### src/rtl/ptl_rx_array.sv
// Array of independent PTL receive channels: guard-filtered pulses pass through a
// per-channel programmable delay line, with sticky guard errors and saturating counters.
module ptl_rx_array #(
  parameter int CH    = 4,
  parameter int DEPTH = 8,
  parameter int GUARD = 2,
  parameter int CNT_W = 16,
  localparam int DW   = $clog2(DEPTH)
) (
  input  logic               clk,
  input  logic               rst_n,
  input  logic [CH-1:0]      din,
  input  logic [CH*DW-1:0]   dly,
  input  logic               cnt_clr,
  input  logic               err_clr,
  output logic [CH-1:0]      dout,
  output logic [CH-1:0]      err,
  output logic [CH*CNT_W-1:0] cnt
);

  localparam int GW = (GUARD > 1) ? $clog2(GUARD) : 1;
  localparam int SW = DEPTH - 1;
  localparam logic [GW-1:0] GLOAD = GW'(GUARD - 1);
  localparam logic [DW-1:0] DMAX  = DW'(DEPTH - 1);

  for (genvar c = 0; c < CH; c++) begin : g_ch
    logic [DW-1:0]    dly_in;
    logic [DW-1:0]    dly_q;
    logic [SW-1:0]    sr;
    logic [DEPTH-1:0] line;
    logic [GW-1:0]    guard;
    logic             acc;
    logic             drop;
    logic             flush;
    logic             emit;
    logic             dout_q;
    logic             err_q;
    logic [CNT_W-1:0] cnt_q;

    // The output flop is the last delay stage, so tap k of {sr, acc} gives latency k+1.
    always_comb begin
      dly_in = dly[c*DW +: DW];
      if (dly_in > DMAX) dly_in = DMAX;
      acc   = din[c] && (guard == '0);
      drop  = din[c] && (guard != '0);
      flush = (dly_in != dly_q);
      line  = {sr, acc};
      emit  = flush ? (acc && (dly_in == '0)) : line[dly_in];
    end

    always_ff @(posedge clk or negedge rst_n) begin
      if (!rst_n) begin
        dly_q  <= '0;
        sr     <= '0;
        guard  <= '0;
        dout_q <= 1'b0;
        err_q  <= 1'b0;
        cnt_q  <= '0;
      end else begin
        dly_q <= dly_in;
        // A delay change discards everything in flight but keeps this edge's pulse.
        sr    <= flush ? SW'(acc) : line[SW-1:0];
        if (acc)
          guard <= GLOAD;
        else if (guard != '0)
          guard <= guard - GW'(1);
        dout_q <= emit;
        err_q  <= (err_q && !err_clr) || drop;
        if (cnt_clr)
          cnt_q <= '0;
        else if (emit && (cnt_q != '1))
          cnt_q <= cnt_q + CNT_W'(1);
      end
    end

    assign dout[c]                 = dout_q;
    assign err[c]                  = err_q;
    assign cnt[c*CNT_W +: CNT_W]   = cnt_q;
  end

endmodule

### config.mk
export PLATFORM = sky130hd
export DESIGN_NAME = ptl_rx_array
export DESIGN_NICKNAME = d
export VERILOG_FILES = /design/src/rtl/ptl_rx_array.sv
export SDC_FILE = /design/constraint.sdc
export NUM_CORES = 1
export LEC_CHECK = 0
export ABC_AREA = 0
export CAP_MARGIN = 20
export CORE_ASPECT_RATIO = 1.25
export CORE_MARGIN = 2
export CORE_UTILIZATION = 43
export DETAILED_ROUTE_END_ITERATION = 16
export HOLD_SLACK_MARGIN = 0.03
export PLACE_DENSITY = 0.67
export REMOVE_ABC_BUFFERS = 1
export SYNTH_ARGS = -nofsm -noshare
export SYNTH_HDL_FRONTEND = slang
export SYNTH_SLANG_ARGS = --single-unit
export TNS_END_PERCENT = 50
### constraint.sdc
create_clock -name clk -period 4.86 [get_ports clk]
set_clock_uncertainty 0.15 [all_clocks]
set_input_delay 0.486 -clock clk [delete_from_list [all_inputs] [get_ports clk]]
set_output_delay 0.486 -clock clk [all_outputs]
set_load 0.02 [all_outputs]
# == Yosys cells after proc, flatten, opt, wreduce, memory -nomap -nowiden ==
# Cells that the tools add are included.
# op_classes
muxes,36
add_sub_neg,8
n_bitwise,4
reduce_logical,33
n_eq_ne,8
order_cmp,8
# ops
op,n
$mux 16,8
$add 16x1->16 const B,4
$ne 16x16->1 const B,4
$mux 7,4
$logic_and 1x1->1,20
$lt 3x4->1 const B,4
$mux 1,16
$bmux 1 s3,4
$gt 3x3->1 const B,4
$logic_not 3->1,4
$mux 3,4
$ne 3x3->1,4
$reduce_bool 2->1,4
$logic_or 1x1->1,4
$not 1->1,4
$sub 1x1->1 const B,4
$logic_not 1->1,1
# totals
wordCells,121
in_bits,20
out_inout_bits,72
ff_bits,116

# == Logic depth before layout (Yosys ltp) ==
# logic_depth
ltp_word,8
ltp_mapped,9
ltp_nobuf,7

# == Worst setup path after synthesis ==
# OpenSTA, ideal clock, no wires.
# synth_path
path_kind,in2reg
from,in dly[0]
to,reg g_ch[0].cnt_q[6]
cell_stages,8
setup_ns,0.132
required_time_ns,4.578
setup_slack_ns,2.470
t_arrival_ns,2.108
n_path_buf,1
cell_sequence,buf_6 mux2_4 mux4_2 a21oi_2 inv_4 and4_4 xnor2_1 nor2_1
# synth_via
elab_chain_cells,7
word_cells_on_any_way,10
cone_classes,order compare (1); eq/ne (1); mux (4); reduce/logical (4)
# synth_rtl
item,line,source
from (decl),13,"input logic [CH*DW-1:0] dly,"
$gt 3x3->1,43,if (dly_in > DMAX) dly_in = DMAX;
$mux 3 *,43,
$bmux 1 s3 or $logic_not 3->1 (tied branches),48,emit = flush ? (acc && (dly_in == '0)) : line[dly_in];
$mux 1 (not written as such) or $logic_and 1x1->1 (tied branches),48,
$mux 1 *,48,
net g_ch[0].emit,35,logic emit;
$logic_and 1x1->1 *,71,else if (emit && (cnt_q != '1))
$reduce_bool 2->1 (no source line) *,-,
to (signal assigned),72,cnt_q <= cnt_q + CNT_W'(1);
to (decl),38,logic [CNT_W-1:0] cnt_q;
# The timed path passes the listed nets; every way through them passes the cells marked *. The select of a mux whose other input is x is not followed.
# A chain may end at the register's enable or synchronous reset.

# == Worst setup path after layout ==
# layout_path
from,in dly[0]
to,reg g_ch[0].cnt_q[1]
# The elaborated chain is that of the path after synthesis.

==> results.yml <==
cts:
  cts_resized: 0
  postCtsSetupBuffers: 0
  ctsHoldBuffers: 0
  htree_num_levels: 3
  cts_made_buffers: 9
  clockBufferDepth: 2
  clk_latency_ps: 340
  tritoncts: "done"
  clock-root-buffer: "clkbuf_16"
  cts.reportedPaths.clkPinSlew_ps: 80
  cts_num_sinks: 112
status:
  outcome: "complete, no violations"
cells_and_area:
  regArea_sq_um: 2800
  fin_util_pct: 54.1
  finish.instance_area_sq_um: 6610
  multi_input_area_sq_um: 2350
  num-fill-cells: 1107
  n_antenna_cell: 0
  fin_nets: 618
  drive_above_1_share_pct: 7.51
  area_delta_synth_final_pct: 22.5
synth:
  synth_seq_cells: 112
  synth_top_area_share_pct: 52.0
  yosysMostFrequentCell: "dfrtp_1"
  synth_cell_types: 54
  ys_warn_count: 0
  syn_area_sq_um: 5390
  syn_inst: 525
  synth_edf_count: 0
  synthTopCellsByCount: "dfrtp_1, nor2_1, nand2_1, nand3_1, and2_1"
  synth-seq-area-share_pct: 52.0
  synth_top_area_cell: "dfrtp_1"
  syn_area_per_cell_sq_um: 10.3
  ys_top_cells_by_area: "dfrtp_1, xor2_1, xnor2_1"
  synth-async-reset-ratio_pct: 100
  synth_ff_type: "dfrtp_1"
sta:
  max_freq_mhz: 362
  rsz0062_at_grt: "no"
  tns_ps: 0
  finalSetupViolCount: 0
  slew_viol_final: 0
  finalCritPeriodShare_pct: 56.9
  hold_violations: 0
  worst_pin_slew_ps: 944
  relSlewSlack_pct: 37.1
  fin_crit_ps: 2760
global_routing:
  grt_max_degree: 76
  grt_pass1_vias: 4015
  antenna_found_initial: 0
  grt_pass1_wl_um: 18900
  track_usage_pct: 17.0
  grt.overflow.total: 0
route:
  wirelength_um: 11100
  firstDrtPassIters: 4
  wl_per_cell_um: 14.5
  vias_per_cell: 5.23
  drt-initial-drc-count: 162
  drtAntennaViolNets: 0
  vias: 3990
  drc: 0
placed_design:
  dpl_cell_area_sq_um: 6320
  io_buffer_count: 91
  dp_hpwl_um: 7710
  place.gp.congestion: 0.842
floorplan:
  die_h_um: 129
  core_sq_um: 12200
  pin_count: 92
  fp.dieW_um: 104
  rows: 45
  initial_utilization_pct: 44.1
  die_area_sq_um: 13500
power_and_ir_drop:
  total_power_mw: 1.78
  ir_worst_vdd_v: 0.000137
  p_per_area_nw_per_um2: 270
  p_leak_nw: 2.74
job:
  cap_violations: 0
hold_path:
  hold_path.class: "primary input to asynchronous set/reset pin"
setup_path:
  arrival_ps: 2830
  cp_max_fo: 9
  endpoint_kind: "flip-flop"
  startpoint: "dly[0]"
  r2r_start: "g_ch[1].cnt_q[0]$_DFFE_PN0P_"
  required_ps: 4920
  crit_type: "primary input to flip-flop"
  worst_setup_path_start_kind: "primary input"
==> through the flow <==
step | worst slack, ps | hold WS, ps | std cells
2_1_floorplan | 2200 | 40.4 | 489
3_3_place_gp | 1800 | 310 | 747
3_5_place_dp | 1730 | 318 | 747
4_1_cts | 2110 | 168 | 763
5_1_grt | 1940 | 219 | 763
6_report | 2100 | 135 | 763
==> worst paths after layout <==
| kind | endpoint | cells after the start | slack, ps |
|---|---|---|---|
| min in group clk | g_ch[2].sr[3]$_DFF_PN0_ | 1 | 330 |
| worst max register to register | g_ch[1].cnt_q[13]$_DFFE_PN0P_ | 7 | 2400 |
| worst max-delay path | g_ch[0].cnt_q[1]$_DFFE_PN0P_ | 8 | 2100 |
| worst min register to register | g_ch[2].sr[3]$_DFF_PN0_ | 1 | 330 |
| max in group asynchronous | g_ch[2].sr[3]$_DFF_PN0_ | 2 | 3370 |
| worst min-delay path | g_ch[2].cnt_q[9]$_DFFE_PN0P_ | 1 | 130 |
==> critical path, cell delays in order <==
cell             delay (ps)
clkdlybuf4s50_1         650
mux2_1                  360
mux4_2                  460
a21oi_2                 390
inv_4                   100
nand2_4                 120
mux2i_1                 200
nor2_1                   60
==> layout by cell type (no fill, tap or decap), types with 6 or more instances in the layout <==
master           count
nand3_1             30
nor2_1              53
nor3_1              15
inv_1               10
o21ai_0             19
and4_1               6
xnor2_1             25
nand4_1             15
xor2_1              26
nor2b_1              9
dfrtp_1            112
clkdlybuf4s50_1     89
and2_1              27
or3_1               15
clkbuf_16            9
nand2_1             30
and3_1              12
a21oi_1             22
==> layout make-up <==
class / instances / area share, %
flip-flops and latches: 112 / 42.4
multi-input cells: 366 / 35.5
repair buffers: 94 / 14.0
clock buffers: 9 / 3.41
well taps: 164 / 3.11
clock inverters: 7 / 0.833
inverters: 11 / 0.663
==> flip-flops by register name, indices dropped and copies added (netlist names) <==
signal,flops
g_ch.cnt_q,64
g_ch.dly_q,12
g_ch.dout_q,4
g_ch.err_q,4
g_ch.sr,28
==> routing by layer <==
layer  routed length, um  track usage, %
met1                5120            22.2
met2                5430            28.9
met3                 333            2.62
met4                 158            6.76
met5                   0               0
==> logic make-up after synthesis <==
family	Yosys count	synth area share (%)
simple gates	235	23.7
flops	112	52.0
compound gates	61	6.78
xor+xnor	51	8.28
buf+inv	47	4.50
mux	15	3.85
fa+ha+maj	4	0.928
==> report_power, final <==
group,internal [mW],switching [mW]
combinational,0.0460,0.0780
clock,0.354,0.347
sequential,0.946,0.00957
total,1.35,0.435
No activity file was read; power rests on OpenSTA's default activity.
